**config.mk**
```make
export PLATFORM = sky130hd
export DESIGN_NAME = move_gen_sequencer_flat
export DESIGN_NICKNAME = d
export VERILOG_FILES = /design/src/rtl/move_gen_sequencer_if.sv /design/src/rtl/move_gen_sequencer.sv /design/src/flat_wrapper.sv
export SDC_FILE = /design/constraint.sdc
export NUM_CORES = 1
export LEC_CHECK = 0
export ABC_AREA = 0
export CAP_MARGIN = 30
export CELL_PAD_IN_SITES_DETAIL_PLACEMENT = 1
export CELL_PAD_IN_SITES_GLOBAL_PLACEMENT = 1
export CORE_UTILIZATION = 34
export DETAILED_ROUTE_END_ITERATION = 8
export HOLD_SLACK_MARGIN = 0.1
export PLACE_DENSITY = 0.88
export SYNTH_ARGS = -nofsm -noshare
export SYNTH_HDL_FRONTEND = slang
export SYNTH_SLANG_ARGS = --single-unit
export TNS_END_PERCENT = 30
```
**constraint.sdc**
```tcl
create_clock -name clk -period 11.1 [get_ports clk]
set_input_delay 1.665 -clock clk [delete_from_list [all_inputs] [get_ports clk]]
set_output_delay 1.665 -clock clk [all_outputs]
set_load 0.02 [all_outputs]
```
**src/rtl/move_gen_sequencer_if.sv**
```systemverilog
// -----------------------------------------------------------------------------
// move_gen_sequencer_if
//   Bundles every non-clock/reset signal of the move-generation sequencer:
//   the search-controller handshake, the square-array control/status lines,
//   the external 64:1 FIFO-output mux, and the move stream to search/eval.
//
//   master : the sequencer (drives unit_reset, rden, sel, move stream, status)
//   slave  : the surrounding system (drives start, unit_done, fifo_empty,
//            fifo_q, move_ready)
//
//   Signals
//     start       controller -> seq   one-cycle pass request
//     unit_reset  seq -> array        array reset pulse
//     unit_done   array -> seq        done flag per square, index {xpos,ypos}
//     fifo_empty  array -> seq        per-square move FIFO empty flag
//     rden        seq -> array        one-hot FIFO read enable
//     sel         seq -> mux          square index for the fifoOut mux
//     fifo_q      mux -> seq          selected FIFO word (bits 159:152 unused)
//     move_out    seq -> search       {flag[6:0], from[5:0], to[5:0]}
//     move_valid  seq -> search       move_out holds a valid move
//     move_ready  search -> seq       consumer accepts move_out
//     busy        seq -> controller   high whenever not idle
//     pass_done   seq -> controller   one-cycle end-of-pass pulse
//     timeout_err seq -> controller   pass aborted waiting for done flags
//     move_count  seq -> controller   valid moves emitted, saturating
// -----------------------------------------------------------------------------
interface move_gen_sequencer_if #(
  parameter int NSQ = 64
);
  logic             start;
  logic             unit_reset;
  logic [NSQ-1:0]   unit_done;
  logic [NSQ-1:0]   fifo_empty;
  logic [NSQ-1:0]   rden;
  logic [5:0]       sel;
  logic [159:0]     fifo_q;
  logic [18:0]      move_out;
  logic             move_valid;
  logic             move_ready;
  logic             busy;
  logic             pass_done;
  logic             timeout_err;
  logic [7:0]       move_count;

  modport master (
    input  start,
    output unit_reset,
    input  unit_done,
    input  fifo_empty,
    output rden,
    output sel,
    input  fifo_q,
    output move_out,
    output move_valid,
    input  move_ready,
    output busy,
    output pass_done,
    output timeout_err,
    output move_count
  );

  modport slave (
    output start,
    input  unit_reset,
    output unit_done,
    output fifo_empty,
    input  rden,
    input  sel,
    output fifo_q,
    input  move_out,
    input  move_valid,
    output move_ready,
    input  busy,
    input  pass_done,
    input  timeout_err,
    input  move_count
  );
endinterface

```
**src/rtl/move_gen_sequencer.sv**
```systemverilog
// -----------------------------------------------------------------------------
// move_gen_sequencer
//   Runs one move-generation pass over the 8x8 array of square units:
//     1. pulses unit_reset for one cycle,
//     2. waits (bounded by TIMEOUT) until every unit reports done,
//     3. walks the squares in ascending order, draining each move FIFO word by
//        word through the external fifoOut mux,
//     4. splits every 160-bit word into eight 19-bit slots, drops the slots
//        flagged invalid (bit 18) and streams the rest with a valid/ready
//        handshake, counting them.
//
//   Ports
//     clk    clock
//     reset  asynchronous, active-high reset
//     bus    move_gen_sequencer_if.master (see interface header for signals)
//
//   Every output is taken straight from a flop. The output flops are loaded
//   from the *next* state, so each registered output lines up with the state
//   the FSM is actually in during that cycle.
// -----------------------------------------------------------------------------
module move_gen_sequencer #(
  parameter int NSQ     = 64,
  parameter int RD_LAT  = 1,
  parameter int TIMEOUT = 255
) (
  input  logic                 clk,
  input  logic                 reset,
  move_gen_sequencer_if.master bus
);

  localparam int IDX_W  = 6;
  localparam int SLOT_W = 19;
  localparam int NSLOT  = 8;
  localparam int WORD_W = SLOT_W * NSLOT;
  localparam int WAIT_W = $clog2(TIMEOUT + 1);
  localparam int LAT_W  = (RD_LAT > 1) ? $clog2(RD_LAT) : 1;

  localparam logic [IDX_W-1:0]  LAST_IDX  = IDX_W'(NSQ - 1);
  localparam logic [WAIT_W-1:0] WAIT_LAST = WAIT_W'(TIMEOUT - 1);
  localparam logic [LAT_W-1:0]  LAT_LAST  = LAT_W'(RD_LAT - 1);
  localparam logic [NSQ-1:0]    ONE_HOT0  = {{(NSQ-1){1'b0}}, 1'b1};

  typedef enum logic [2:0] {
    S_IDLE,
    S_ARST,
    S_WAIT,
    S_SCAN,
    S_READ,
    S_LAT,
    S_UNPK,
    S_FIN
  } state_t;

  // ---------------------------------------------------------------------------
  // State, counters and datapath registers
  // ---------------------------------------------------------------------------
  state_t              state_q,       state_d;
  logic [WAIT_W-1:0]   wait_cnt_q,    wait_cnt_d;
  logic [LAT_W-1:0]    lat_cnt_q,     lat_cnt_d;
  logic [IDX_W-1:0]    idx_q,         idx_d;
  logic [2:0]          slot_q,        slot_d;
  // Remaining slots of the word being unpacked; slot currently offered sits
  // in bits [18:0] and the register shifts down one slot per advance.
  logic [WORD_W-1:0]   word_q,        word_d;
  logic [7:0]          move_count_q,  move_count_d;
  logic                timeout_err_q, timeout_err_d;

  // Registered outputs
  logic                unit_reset_q,  unit_reset_d;
  logic [NSQ-1:0]      rden_q,        rden_d;
  logic                busy_q,        busy_d;
  logic                pass_done_q,   pass_done_d;
  logic                move_valid_q,  move_valid_d;

  logic                slot_advance;

  // ---------------------------------------------------------------------------
  // Next-state and datapath logic
  // ---------------------------------------------------------------------------
  always_comb begin
    // NOTE: every variable gets a default before the case statement so that
    // no path leaves it unassigned; otherwise synthesis infers latches.
    state_d       = state_q;
    wait_cnt_d    = wait_cnt_q;
    lat_cnt_d     = lat_cnt_q;
    idx_d         = idx_q;
    slot_d        = slot_q;
    word_d        = word_q;
    move_count_d  = move_count_q;
    timeout_err_d = timeout_err_q;
    slot_advance  = 1'b0;

    unique case (state_q)
      S_IDLE: begin
        if (bus.start) begin
          state_d       = S_ARST;
          move_count_d  = '0;
          timeout_err_d = 1'b0;
          idx_d         = '0;
        end
      end

      S_ARST: begin
        wait_cnt_d = '0;
        state_d    = S_WAIT;
      end

      S_WAIT: begin
        if (&bus.unit_done) begin
          idx_d   = '0;
          state_d = S_SCAN;
        end else begin
          wait_cnt_d = wait_cnt_q + 1'b1;
          if (wait_cnt_q == WAIT_LAST) begin
            timeout_err_d = 1'b1;
            state_d       = S_FIN;
          end
        end
      end

      // One square per cycle; a non-empty square is revisited after each
      // word until its FIFO reports empty.
      S_SCAN: begin
        if (!bus.fifo_empty[idx_q]) begin
          state_d = S_READ;
        end else if (idx_q == LAST_IDX) begin
          state_d = S_FIN;
        end else begin
          idx_d = idx_q + 1'b1;
        end
      end

      S_READ: begin
        lat_cnt_d = '0;
        state_d   = S_LAT;
      end

      S_LAT: begin
        if (lat_cnt_q == LAT_LAST) begin
          word_d  = bus.fifo_q[WORD_W-1:0];
          slot_d  = '0;
          state_d = S_UNPK;
        end else begin
          lat_cnt_d = lat_cnt_q + 1'b1;
        end
      end

      // An invalid slot always advances; a valid one waits for move_ready.
      S_UNPK: begin
        slot_advance = !move_valid_q || bus.move_ready;
        if (slot_advance) begin
          if (move_valid_q && (move_count_q != 8'hFF)) begin
            move_count_d = move_count_q + 8'd1;
          end
          word_d = word_q >> SLOT_W;
          if (slot_q == 3'(NSLOT - 1)) begin
            state_d = S_SCAN;
          end else begin
            slot_d = slot_q + 3'd1;
          end
        end
      end

      S_FIN: begin
        state_d = S_IDLE;
      end

      default: begin
        state_d = S_IDLE;
      end
    endcase

    // Output flops follow the state being entered.
    unit_reset_d = (state_d == S_ARST);
    rden_d       = (state_d == S_READ) ? (ONE_HOT0 << idx_d) : '0;
    busy_d       = (state_d != S_IDLE);
    pass_done_d  = (state_d == S_FIN);
    move_valid_d = (state_d == S_UNPK) && !word_d[SLOT_W-1];
  end

  // ---------------------------------------------------------------------------
  // Registers
  // ---------------------------------------------------------------------------
  always_ff @(posedge clk or posedge reset) begin
    if (reset) begin
      state_q       <= S_IDLE;
      wait_cnt_q    <= '0;
      lat_cnt_q     <= '0;
      idx_q         <= '0;
      slot_q        <= '0;
      // NOTE: the word register is reset even though it is reloaded before
      // use, because its low slot drives move_out directly and move_out must
      // read zero out of reset.
      word_q        <= '0;
      move_count_q  <= '0;
      timeout_err_q <= 1'b0;
      unit_reset_q  <= 1'b0;
      rden_q        <= '0;
      busy_q        <= 1'b0;
      pass_done_q   <= 1'b0;
      move_valid_q  <= 1'b0;
    end else begin
      // NOTE: non-blocking assignments here so every flop samples the values
      // from before this edge, independent of statement order.
      state_q       <= state_d;
      wait_cnt_q    <= wait_cnt_d;
      lat_cnt_q     <= lat_cnt_d;
      idx_q         <= idx_d;
      slot_q        <= slot_d;
      word_q        <= word_d;
      move_count_q  <= move_count_d;
      timeout_err_q <= timeout_err_d;
      unit_reset_q  <= unit_reset_d;
      rden_q        <= rden_d;
      busy_q        <= busy_d;
      pass_done_q   <= pass_done_d;
      move_valid_q  <= move_valid_d;
    end
  end

  // ---------------------------------------------------------------------------
  // Outputs
  // ---------------------------------------------------------------------------
  assign bus.unit_reset  = unit_reset_q;
  assign bus.rden        = rden_q;
  assign bus.sel         = idx_q;
  assign bus.move_out    = word_q[SLOT_W-1:0];
  assign bus.move_valid  = move_valid_q;
  assign bus.busy        = busy_q;
  assign bus.pass_done   = pass_done_q;
  assign bus.timeout_err = timeout_err_q;
  assign bus.move_count  = move_count_q;

  // The top byte of the mux output carries no slot data.
  logic unused_fifo_hi;
  assign unused_fifo_hi = ^bus.fifo_q[159:WORD_W];

endmodule

```
**src/flat_wrapper.sv**
```systemverilog
// flat-port wrapper written by rule: the top's interface ports become plain ports
module move_gen_sequencer_flat 
#(
  parameter int NSQ     = 64,
  parameter int RD_LAT  = 1,
  parameter int TIMEOUT = 255
)
  (clk, reset, bus_start, bus_unit_reset, bus_unit_done, bus_fifo_empty, bus_rden, bus_sel, bus_fifo_q, bus_move_out, bus_move_valid, bus_move_ready, bus_busy, bus_pass_done, bus_timeout_err, bus_move_count);
  move_gen_sequencer_if #(.NSQ(NSQ)) bus_i ();
  input  logic clk;
  input  logic reset;
  input wire logic [$bits(bus_i.start)-1:0] bus_start;
  output wire logic [$bits(bus_i.unit_reset)-1:0] bus_unit_reset;
  input wire logic [$bits(bus_i.unit_done)-1:0] bus_unit_done;
  input wire logic [$bits(bus_i.fifo_empty)-1:0] bus_fifo_empty;
  output wire logic [$bits(bus_i.rden)-1:0] bus_rden;
  output wire logic [$bits(bus_i.sel)-1:0] bus_sel;
  input wire logic [$bits(bus_i.fifo_q)-1:0] bus_fifo_q;
  output wire logic [$bits(bus_i.move_out)-1:0] bus_move_out;
  output wire logic [$bits(bus_i.move_valid)-1:0] bus_move_valid;
  input wire logic [$bits(bus_i.move_ready)-1:0] bus_move_ready;
  output wire logic [$bits(bus_i.busy)-1:0] bus_busy;
  output wire logic [$bits(bus_i.pass_done)-1:0] bus_pass_done;
  output wire logic [$bits(bus_i.timeout_err)-1:0] bus_timeout_err;
  output wire logic [$bits(bus_i.move_count)-1:0] bus_move_count;
  assign bus_i.start = bus_start;
  assign bus_unit_reset = bus_i.unit_reset;
  assign bus_i.unit_done = bus_unit_done;
  assign bus_i.fifo_empty = bus_fifo_empty;
  assign bus_rden = bus_i.rden;
  assign bus_sel = bus_i.sel;
  assign bus_i.fifo_q = bus_fifo_q;
  assign bus_move_out = bus_i.move_out;
  assign bus_move_valid = bus_i.move_valid;
  assign bus_i.move_ready = bus_move_ready;
  assign bus_busy = bus_i.busy;
  assign bus_pass_done = bus_i.pass_done;
  assign bus_timeout_err = bus_i.timeout_err;
  assign bus_move_count = bus_i.move_count;
  move_gen_sequencer #(.NSQ(NSQ), .RD_LAT(RD_LAT), .TIMEOUT(TIMEOUT)) u_core (.clk(clk), .reset(reset), .bus(bus_i));
endmodule
```
# --- Word-level counts from Yosys, hierarchy flattened ---
# Index checks and enable logic that the tools add are counted.
word_totals:
  in_bits: 292
  reg_bits: 250
  output_inout_bits: 102
op_classes:
  shift: 1
  reduce_logical: 18
  n_lt_le_gt_ge: 1
  n_mux: 36
  add_sub_neg: 5
  n_eq_ne: 22
op_table:
  columns: ["operator", "count"]
  rows:
  - ["152-bit two-way mux", 2]
  - ["152-bit case mux with 2 select lines", 1]
  - ["64-bit two-way mux", 1]
  - ["64-bit AND reduction", 1]
  - ["1-bit by 6-bit << shifter with 64-bit output (first input constant)", 1]
  - ["3-bit two-way mux", 11]
  - ["8-bit two-way mux", 4]
  - ["8-bit case mux with 2 select lines", 2]
  - ["3-bit equality test (second input constant)", 8]
  - ["6-bit two-way mux", 4]
  - ["3-bit case mux with 8 select lines", 1]
  - ["6-bit case mux with 3 select lines", 1]
  - ["8-bit by 1-bit adder with 8-bit output (second input constant)", 2]
  - ["4-bit AND reduction", 3]
  - ["2-bit nonzero test", 5]
  - ["8-bit equality test (second input constant)", 1]
  - ["2-bit inequality test (second input constant)", 4]
  - ["8-bit inequality test (second input constant)", 1]
  - ["6-bit by 7-bit < comparator with 1-bit output (second input constant)", 1]
  - ["6-bit by 1-bit adder with 6-bit output (second input constant)", 1]
  - ["1-bit binary-select mux with 6-bit select", 1]
  - ["3-bit by 1-bit equality test with 1-bit output (second input constant)", 2]
  - ["3-bit by 2-bit equality test with 1-bit output (second input constant)", 2]
  - ["6-bit equality test (second input constant)", 1]
  - ["other kinds (13)", 22]

# --- Longest topological paths before layout ---
# Gate-level depths: netlist (run 1).
logic_depth:
  word_depth: 6
  ltp_mapped: 12

# --- Least setup slack after synthesis (run 1) ---
# No wires, ideal clock.
synth_timing:
  path_type: "input to register"
  start: "input bus_unit_done[55]"
  end: "register u_core.rden_q[2] (netlist: u_core.bus.rden[2])"
  t_arrival_ns: 3.721
  path_stages: 9
  setup_time_ns: 0.075
  path_buffers: 0
  path_slack_ns: 7.304
  cell_sequence: "nand4_1 -> nor4_1 -> nand4_1 -> a211o_1 -> a211oi_1 -> o21a_4 -> inv_2 -> or4_4 -> nor2_1"
synth_via:
  elab_chain_len: 5
  word_cells_on_any_way: 8
synth_rtl:
  columns: ["item", "line", "source"]
  rows:
  - ["from (decl)", "flat_wrapper.sv:14", "input wire logic [$bits(bus_i.unit_done)-1:0] bus_unit_done;"]
  - ["64-bit AND reduction", "move_gen_sequencer.sv:109", "if (&bus.unit_done) begin"]
  - ["6-bit two-way mux", "move_gen_sequencer.sv:109", null]
  - ["6-bit case mux with 3 select lines", "move_gen_sequencer.sv:93", "unique case (state_q)"]
  - ["named net u_core.idx_d[3]", "move_gen_sequencer.sv:60", "logic [IDX_W-1:0] idx_q, idx_d;"]
  - ["1-bit by 6-bit << shifter with 64-bit output", "move_gen_sequencer.sv:175", "rden_d = (state_d == S_READ) ? (ONE_HOT0 << idx_d) : '0;"]
  - ["64-bit two-way mux", "move_gen_sequencer.sv:175", null]
  - ["named net u_core.rden_d[2]", "move_gen_sequencer.sv:70", "logic [NSQ-1:0] rden_q, rden_d;"]
  - ["to (signal assigned)", "move_gen_sequencer.sv:214", "rden_q <= rden_d;"]
  - ["to (decl)", "move_gen_sequencer.sv:70", null]
# The timed path passes the listed nets, and every way through them passes these cells.
# A chain may end at the register's enable or synchronous reset.

# --- Final worst setup path (run 1) ---
layout_timing:
  start: "input bus_unit_done[11]"
  end: "register u_core.rden_q[18] (netlist: u_core.bus.rden[18])"
layout_via:
  elab_chain_len: 5
  word_cells_on_any_way: 8
layout_rtl:
  columns: ["item", "line"]
  rows:
  - ["64-bit AND reduction (*)", "move_gen_sequencer.sv:109"]
  - ["3-bit two-way mux / 6-bit two-way mux (equally long branches)", "move_gen_sequencer.sv:109"]
  - ["3-bit case mux with 8 select lines / 6-bit case mux with 3 select lines (equally long branches)", "move_gen_sequencer.sv:93"]
  - ["3-bit equality test / 1-bit by 6-bit << shifter with 64-bit output (equally long branches)", "move_gen_sequencer.sv:175"]
  - ["64-bit two-way mux (*)", "move_gen_sequencer.sv:175"]
  - ["named net u_core.rden_d[18]", "move_gen_sequencer.sv:70"]
# The timed path passes the listed nets; every way through them passes the cells marked *.

==> results of run 1 <==
==> cell type report <==
cell class / instances / share of cell area (%)
Timing Repair Buffer: 394 / 24.5
Clock inverter: 13 / 1.10
Tap cell: 435 / 3.37
Multi-Input combinational cell: 775 / 26.9
Inverter: 12 / 0.325
Clock buffer: 41 / 5.08
Antenna cell: 10 / 0.155
Sequential cell: 249 / 38.5
==> synth_stat cells (4+ instances only) <==
| cell | count | area, sq um |
|---|---|---|
| mux2_2 | 11 | 124 |
| dfrtp_1 | 249 | 6230 |
| nor2b_1 | 5 | 31.3 |
| and3_1 | 10 | 62.6 |
| xor2_1 | 9 | 78.8 |
| nor4_1 | 5 | 31.3 |
| nor3_1 | 7 | 35.0 |
| nand2b_1 | 4 | 25.0 |
| mux2i_1 | 7 | 70.1 |
| buf_4 | 19 | 143 |
| buf_6 | 4 | 45.0 |
| nand3b_1 | 4 | 30.0 |
| a211o_1 | 5 | 43.8 |
| nand3_1 | 15 | 75.1 |
| o21ai_0 | 31 | 155 |
| buf_2 | 4 | 20.0 |
| nor2_1 | 90 | 338 |
| a21oi_1 | 7 | 35.0 |
| mux4_2 | 8 | 180 |
| ha_1 | 6 | 75.1 |
| nand2_1 | 332 | 1250 |
| clkbuf_1 | 57 | 214 |
| nand4_1 | 25 | 156 |
| a22oi_1 | 136 | 1020 |
| inv_1 | 10 | 37.5 |
==> final timing paths <==
kind / startpoint / end / slack (ns)
max in group asynchronous: reset / u_core.word_q[22]$_DFFE_PP0P_ / 7.77
worst max register to register: u_core.bus.sel[1]$_DFF_PP0_ / u_core.bus.rden[15]$_DFF_PP0_ / 7.32
worst min register to register: u_core.word_q[87]$_DFFE_PP0P_ / u_core.word_q[87]$_DFFE_PP0P_ / 0.47
worst max-delay path: bus_unit_done[11] / u_core.bus.rden[18]$_DFF_PP0_ / 6.37
min in group asynchronous: reset / u_core.bus.rden[19]$_DFF_PP0_ / 1.69
worst min-delay path: u_core.word_q[87]$_DFFE_PP0P_ / u_core.word_q[87]$_DFFE_PP0P_ / 0.47
==> logic make-up (layout without fill, tap and decap cells) <==
family / Yosys count / count (layout)
mux: 27 / 27
compound gates: 218 / 218
other cells: 0 / 10
buf+inv: 99 / 460
fa+ha+maj: 6 / 6
xor+xnor: 12 / 12
flops: 249 / 249
simple gates: 512 / 512
==> critical path, delay by kind of cell <==
kind	cells	cell delay, ns
AO/OA/AOI/OAI	2	0.96
AND/OR/NAND/NOR	6	2.00
buffers and inverters	1	0.53
==> routing by layer <==
| layer | wire (um) | up-vias | track usage, % |
|---|---|---|---|
| met5 | 0 | - | 0 |
| met4 | 1790 | 0 | 11.1 |
| met3 | 1720 | 93 | 4.09 |
| li1 | - | 4581 | - |
| met2 | 20000 | 270 | 40.9 |
| met1 | 16100 | 4930 | 28.5 |
==> state kept, by name (all words and copies together) (netlist names) <==
| register | flops |
|---|---|
| u_core.bus.timeout_err | 1 |
| u_core.bus.busy | 1 |
| u_core.bus.sel | 6 |
| u_core.wait_cnt_q | 8 |
| u_core.state_q | 3 |
| u_core.bus.unit_reset | 1 |
| u_core.slot_q | 3 |
| u_core.bus.rden | 64 |
| u_core.word_q | 152 |
| u_core.bus.move_valid | 1 |
| u_core.bus.move_count | 8 |
| u_core.bus.pass_done | 1 |
==> metrics by stage <==
stage	worst slack (ns)	utilization [%]	std cells
finish	6.37	50.9	1929
global placement	6.06	47.5	1863
detailed placement	5.95	47.6	1865
global route	6.25	50.9	1929
floorplan	2.59	-	1123
CTS	6.47	50.8	1919
==> power groups by stage <==
stage          clock network [mW]  logic, mW  registers, mW
4_1_cts                      1.01       1.07           1.37
3_3_place_gp                    0      0.988           1.36
5_1_grt                      1.05       1.18           1.40
6_report                    0.991       1.06           1.37
3_5_place_dp                    0       1.05           1.38
2_1_floorplan                   0      0.741           1.32
==> flow_summary.yaml, run 1 <==
finish:
  drive_gt1_share_pct: 6.27
  multi_input_area_sq_um: 4360
  postLayoutCellArea_sq_um: 16200
  fill_cells: 3510
  final_common_cell: "clkdlybuf4s50_1"
  final_cell_mix: "385 x clkdlybuf4s50_1, 332 x nand2_1, 249 x dfrtp_1"
  syn_to_final_growth_pct: 46.2
  nNetsFinal: 1759
  seq_area_sq_um: 6230
power_and_ir_drop:
  p_clk_share_pct: 29.0
  sequentialPowerShare_pct: 40.1
  swShare_pct: 35.3
  p_per_area_nw_per_um2: 212
  irDropWorstVdd_uv: 139
  intPower_mw: 2.21
  leakagePower_nw: 7.23
  total_power_mw: 3.42
  switchingPower_mw: 1.21
  comb_power_share_pct: 30.9
grt:
  first_global_vias: 10936
  grt_usage_pct: 23.6
  antenna_found_initial: 9
  grt_max_degree: 120
  grt_overflow_total: 0
  grt_pass1_wl_um: 61300
timing:
  fin_skew_ns: 0.0210
  slew_headroom_pct: 35.4
  finalWorstPathRequiredPeriod_ns: 4.73
  fin_crit_sh_pct: 42.6
  rsz0062_at_grt: "false"
  whs_ns: 0.474
  final.setup.tns_ns: 0
  fmax_mhz: 211
  finalSetupViolCount: 0
  worst_slew_pin_slew_ns: 0.969
  slew_violations: 0
  finalHoldViolCount: 0
floorplanning:
  dieHeight_um: 182
  rows: 65
  coreArea_sq_um: 31800
  die-area_sq_um: 33300
  ioPinCount: 394
  die_w_um: 182
  start_util_pct: 34.8
setup_path:
  path_cells: "clkdlybuf4s50_1 -> nand4_1 -> nor4_1 -> nand4_1 -> a211o_1 -> a221oi_2 -> and3_1 -> nand3_2 -> nor2_1"
  required_ns: 11.54
  critical_path_class: "in -> reg"
  crit_fanout: 8
  max_stage_delay_ns: 0.53
  cp-start-kind: "primary input"
  crit_path_end_kind: "flop"
  r2r_cells: 8
  path_common_cell: "nand4_1"
  critPathSlowestCell: "clkdlybuf4s50_1"
  crit_arrival_ns: 5.17
logic_synthesis:
  synthCells: 1123
  async_reset_ff_share_pct: 100
  syn_area_sq_um: 11100
  avgSynthCellArea_sq_um: 9.85
  ys_ff_latch: 249
  synth_edf_count: 0
  synth_fa_ha_area_share_pct: 0.679
  synth_top_family_by_area: "simple AND/OR/NAND/NOR gates"
  synth-compound-area-share_pct: 14.6
  seq_area_frac_synth_pct: 56.3
  synthSimpleGateAreaFrac_pct: 19.6
  yosysWarnings: 0
  synth.area.mux_share_pct: 3.48
  synth_nets: 1421
  ys_types: 71
  synth_xor_xnor_area_share_pct: 0.950
  synth_flop_cell: "dfrtp_1"
clock_network:
  cts.sinks: 249
  cts_buffer_depth: 3
  cts_made_buffers: 29
  post-cts-setup-buffers: 0
  htreeDepth: 1
  cts_tree: "done"
  root_buffer: "clkbuf_16"
  postCtsResizedCells: 0
  clock_latency_ns: 0.54
  clk_pin_slew_ns: 0.06
  cts_hold_buffers: 0
routing:
  drtPass1Iterations: 5
  drtAntennaViolNets: 0
  route.detailed.drc: 0
  drt_wl_total_um: 39600
  vias_per_cell: 5.12
  wl_per_cell_um: 20.5
  drtIter0Drc: 524
  num_vias: 9874
job:
  maxCapViolCount: 0
worst_hold_path:
  hold_path_depth: 2
  hp-class: "reg -> reg"
placed_design:
  dpl_cell_area_sq_um: 15100
  port_buffers: 385
  dp_hpwl_um: 28400
  routabilityCongestion: 0.828
run_status:
  run_status: "complete, no violations"
Note: power is estimated with default switching activity, not from simulation.
==> inputs of run 2 (changes only) <==
==> constraint.sdc (replaced) <==
create_clock -name clk -period 4.79 [get_ports clk]
set_input_delay 0.7185 -clock clk [delete_from_list [all_inputs] [get_ports clk]]
set_output_delay 0.7185 -clock clk [all_outputs]
set_load 0.02 [all_outputs]
==> run 2 against run 1 <==
  * Non-clock buffer count increased by 3
  * Largest cell class unchanged
  * Clock power rose by 120%
  * Utilization hardly changed
  * Power rose by 130%
  * Final area about the same
  * Routed wire length decreased by 0.53%
  * Sequential cell count unchanged
  * Highest routed layer is now met5
  * Critical endpoint is now u_core.bus.rden[15]$_DFF_PP0_
  * Global-route usage shrank 0.065 points
  * Critical path depth fell by 1
  * Sequential power is 130% higher
  * Sequential share of layout area is essentially flat
  * Clock skew decreased by 0.0037 ns
==> flow_summary.yaml, run 2 (synthesis results as in run 1) <==
run_status:
  run_status: "complete, no violations"
power_and_ir_drop:
  swShare_pct: 35.4
  comb_power_share_pct: 31.2
  sequentialPowerShare_pct: 40.5
  irDropWorstVdd_uv: 329
  intPower_mw: 5.05
  total_power_mw: 7.82
  leakagePower_nw: 7.22
  p_per_area_nw_per_um2: 484
  switchingPower_mw: 2.77
  p_clk_share_pct: 28.3
clock_network:
  postCtsResizedCells: 0
  cts_buffer_depth: 3
  root_buffer: "clkbuf_16"
  clk_pin_slew_ns: 0.06
  clock_latency_ns: 0.54
  cts_hold_buffers: 0
  htreeDepth: 1
  post-cts-setup-buffers: 0
  cts.sinks: 249
  cts_made_buffers: 28
  cts_tree: "done"
floorplanning:
  ioPinCount: 394
  die_w_um: 182
  dieHeight_um: 182
  coreArea_sq_um: 31800
  rows: 65
  start_util_pct: 34.8
  die-area_sq_um: 33300
timing:
  finalSetupViolCount: 0
  fin_skew_ns: 0.0173
  fin_crit_sh_pct: 78.5
  slew_headroom_pct: 36.9
  slew_violations: 0
  rsz0062_at_grt: "false"
  fmax_mhz: 266
  final.setup.tns_ns: 0
  finalHoldViolCount: 0
  fin_ws_ns: 1.03
  whs_ns: 0.476
  finalWorstPathRequiredPeriod_ns: 3.76
  worst_slew_pin_slew_ns: 0.943
worst_hold_path:
  hold_path_depth: 2
  worstHoldStart: "u_core.word_q[129]$_DFFE_PP0P_"
  hp-class: "reg -> reg"
grt:
  grt_overflow_total: 0
  grt_usage_pct: 23.5
  antenna_found_initial: 9
  grt_max_degree: 92
  grt_pass1_wl_um: 61000
  first_global_vias: 10722
placed_design:
  routabilityCongestion: 0.828
  dp.cells: 1868
  port_buffers: 385
  dpl_cell_area_sq_um: 15200
  pre_cts_ws_ns: 0.717
  dp_hpwl_um: 28400
routing:
  drtPass1Iterations: 5
  drtIter0Drc: 659
  route.detailed.drc: 0
  num_vias: 9896
  vias_per_cell: 5.13
  drt_wl_total_um: 39400
  drtAntennaViolNets: 0
  wl_per_cell_um: 20.4
setup_path:
  r2r_cells: 8
  cp-startpoint: "u_core.bus.sel[1]$_DFF_PP0_"
  worstReg2RegStart: "u_core.bus.sel[1]$_DFF_PP0_"
  critical_path_class: "reg -> reg"
  crit_path_end_kind: "flop"
  max_stage_delay_ns: 0.94
  crit_arrival_ns: 4.21
  crit_fanout: 26
  cp-start-kind: "flop"
  path_cells: "mux4_2 -> nor2_1 -> o21bai_1 -> and4_1 -> o21ai_0 -> o21ai_0 -> nand3_1 -> nor2_1"
  required_ns: 5.24
  critPathSlowestCell: "dfrtp_1"
finish:
  final_cell_mix: "385 x clkdlybuf4s50_1, 332 x nand2_1, 249 x dfrtp_1"
  postLayoutCellArea_sq_um: 16200
  nNetsFinal: 1761
  regMostFlops: "u_core.word_q"
  fin_util_pct: 50.8
  syn_to_final_growth_pct: 46.0
  stdcell_count: 1928
  largest_reg_flops: 152
  final_common_cell: "clkdlybuf4s50_1"
  drive_gt1_share_pct: 6.40
job:
  maxCapViolCount: 0
[run 2: final timing paths]
path	to	slack, ns
hold reg to reg	u_core.word_q[129]$_DFFE_PP0P_	0.48
hold / removal	u_core.word_q[129]$_DFFE_PP0P_	0.48
min in group asynchronous	u_core.bus.unit_reset$_DFF_PP0_	0.62
max in group asynchronous	u_core.word_q[100]$_DFFE_PP0P_	3.17
setup / recovery	u_core.bus.rden[15]$_DFF_PP0_	1.03
setup reg to reg	u_core.bus.rden[15]$_DFF_PP0_	1.03
[run 2: area by class of cell]
type,count,area [sq um]
clock inverter,13,150
clock buffer,39,803
antenna,8,20.0
tap,435,544
multi-input combinational,775,4360
inverter,12,48.8
sequential,249,6230
fill,3509,15600
timing repair buffer,397,4000
[run 2: power groups by stage]
stage          clock network (mW)  registers [mW]  logic [mW]
4_1_cts                      2.26            3.17        2.46
3_3_place_gp                    0            3.15        2.32
6_report                     2.21            3.17        2.44
5_1_grt                      2.34            3.25        2.72
2_1_floorplan                   0            3.05        1.72
3_5_place_dp                    0            3.20        2.43
[run 2: per-layer routing]
metal,routed length [um],vias up,global-route usage [%]
met5,13,-,0
met4,1400,2,9.14
met3,1910,79,4.09
met2,20100,286,40.6
met1,16000,4952,29.4
li1,-,4577,-
[run 2: critical path: cells and delay by family (launching register included)]
family / cells / cell delay, ns
AO/OA/AOI/OAI: 3 / 1.22
flip-flops: 1 / 0.94
multiplexers: 1 / 0.38
AND/OR/NAND/NOR: 4 / 1.14
==> patch, RTL diff (settings of run 2) <==
`TIMEOUT` is set to 255 in 2 places; all go to 510.
--- a/src/rtl/move_gen_sequencer.sv
+++ b/src/rtl/move_gen_sequencer.sv
@@ -23,3 +23,3 @@
   parameter int RD_LAT  = 1,
-  parameter int TIMEOUT = 255
+  parameter int TIMEOUT = 510
 ) (
--- a/src/flat_wrapper.sv
+++ b/src/flat_wrapper.sv
@@ -5,3 +5,3 @@
   parameter int RD_LAT  = 1,
-  parameter int TIMEOUT = 255
+  parameter int TIMEOUT = 510
 )
Behaviour: no difference found for any inputs over 10 cycles, from zero or initial values and one cycle with reset high; that may be too few to reach the edited logic, so the function may still have changed.
==> patch against run 2 <==
- wire length about the same
- synthesized area decreased by 0.20%
- worst setup slack got worse by 0.15 ns
- total power decreased by 0.25%
- sequential cell count increased by 1
- cell area decreased by 1.0%
- sequential power about the same
- highest routed layer unchanged
==> patch: results <==
global_route:
  grt_pass1_vias: 10600
  grt_max_degree: 111
  grt_use_total: 0.236
  grt_pass1_wl_um: 60700
synth:
  netlist_top_cells_area: "dfrtp_1 57%, nand2_1 11%, a22oi_1 9.1%, nor2_1 3.1%, clkbuf_1 2.1%"
  synth_fp_nets: 1401
  synth_seq_area_share: 0.567
  muxShareOfSynthArea: 0.0364
  yosysUniqueCellTypes: 60
  synthXorXnorAreaFrac: 0.0111
  synth-compound-area-share: 0.133
  yosys-top-cells-count: "324 x nand2_1, 250 x dfrtp_1, 134 x a22oi_1, 92 x nor2_1, 61 x clkbuf_1"
  synth_fa_ha_area_frac: 0.00680
finish:
  fillers: 3511
  layout.nets: 1736
  drive_gt1_frac: 0.0571
place:
  hpwl_um: 28400
  post_dp_cell_area_um2: 15100
  pre_cts_ws_ns: 0.779
  place_congestion: 0.879
power:
  power.net_switching_mw: 2.78
  leakage_nw: 7.16
  ir_worst_vdd_mv: 0.303
sta:
  clock-skew-final_ns: 0.0251
  tightest_slew_ns: 0.982
route:
  post_drt_via_cell_ratio: 5.23
  wl_per_cell_um: 21.1
  drtIter0Drc: 607
worst_setup_path:
  worstPathArrival_ns: 4.38
  critPathMaxFanout: 13
run_status:
  outcome: "completed"
clock_tree:
  clk_latency_ns: 0.56
==> patch: path summary, 6_finish.rpt <==
check | from | end | slack, ns | depth (start not counted)
setup / recovery | u_core.bus.sel[0] | u_core.bus.rden[39] | 0.88 | 9
max in group asynchronous | reset | u_core.bus.rden[11] | 3.18 | 3
min in group asynchronous | reset | u_core.word_q[4] | 0.63 | 2
setup reg to reg | u_core.bus.sel[0] | u_core.bus.rden[39] | 0.88 | 9
hold / removal | u_core.word_q[12] | u_core.word_q[12] | 0.47 | 2
hold reg to reg | u_core.word_q[12] | u_core.word_q[12] | 0.47 | 2
==> patch: logic make-up (layout without fill, tap and decap cells) <==
group                      Yosys count  in the layout
and+or+nand+nor                    512            512
DFF                                250            250
AOI/OAI and AO/OA                  195            195
buffers and inverters               99            450
muxes                               27             27
xor gates and xnor gates            14             14
adders and majority gates            6              6
other                                0              8
==> patch: metal layers <==
metal  vias to the layer above  global-route usage  share of wire
li1                       4478                   -              -
met1                      4910               0.294           0.41
met2                       292               0.399           0.50
met3                        76              0.0519          0.056
met4                         2              0.0924          0.036
met5                         -                   0        0.00041
==> patch: cell type report <==
class	instances	area share
inverters	9	0.00235
well taps	402	0.0315
flip-flops and latches	250	0.391
diodes	8	0.00125
clock buffers	37	0.0478
multi-input cells	754	0.268
clock inverters	9	0.00955
repair buffers	395	0.248
==> patch: power groups by stage <==
stage	clock network (mW)	registers (mW)	logic (mW)
after floorplan	0	3.03	1.77
after detailed placement	0	3.21	2.46
after global routing	2.29	3.25	2.75
after CTS	2.21	3.17	2.49
after global placement	0	3.16	2.35
final	2.17	3.17	2.47
==> patch: critical path, stage by stage (launching register included) <==
cell and delay (ns):
dfrtp_1 0.82, buf_4 0.37, mux2_4 0.33, a221oi_2 0.31, nand4_2 0.17, and3_4 0.26
nor3_1 0.43, o2bb2ai_1 0.34, or3b_1 0.61, nor2_1 0.18
==> patch: stage by stage <==
stage	instances	hold slack, ns	utilization	power (mW)
floorplan	1103	0.447	-	4.79
global placement	1810	0.458	0.475	5.50
detailed placement	1810	0.463	0.475	5.67
CTS	1856	0.478	0.504	7.88
global route	1864	0.498	0.504	8.29
finish	1864	0.470	0.504	7.80
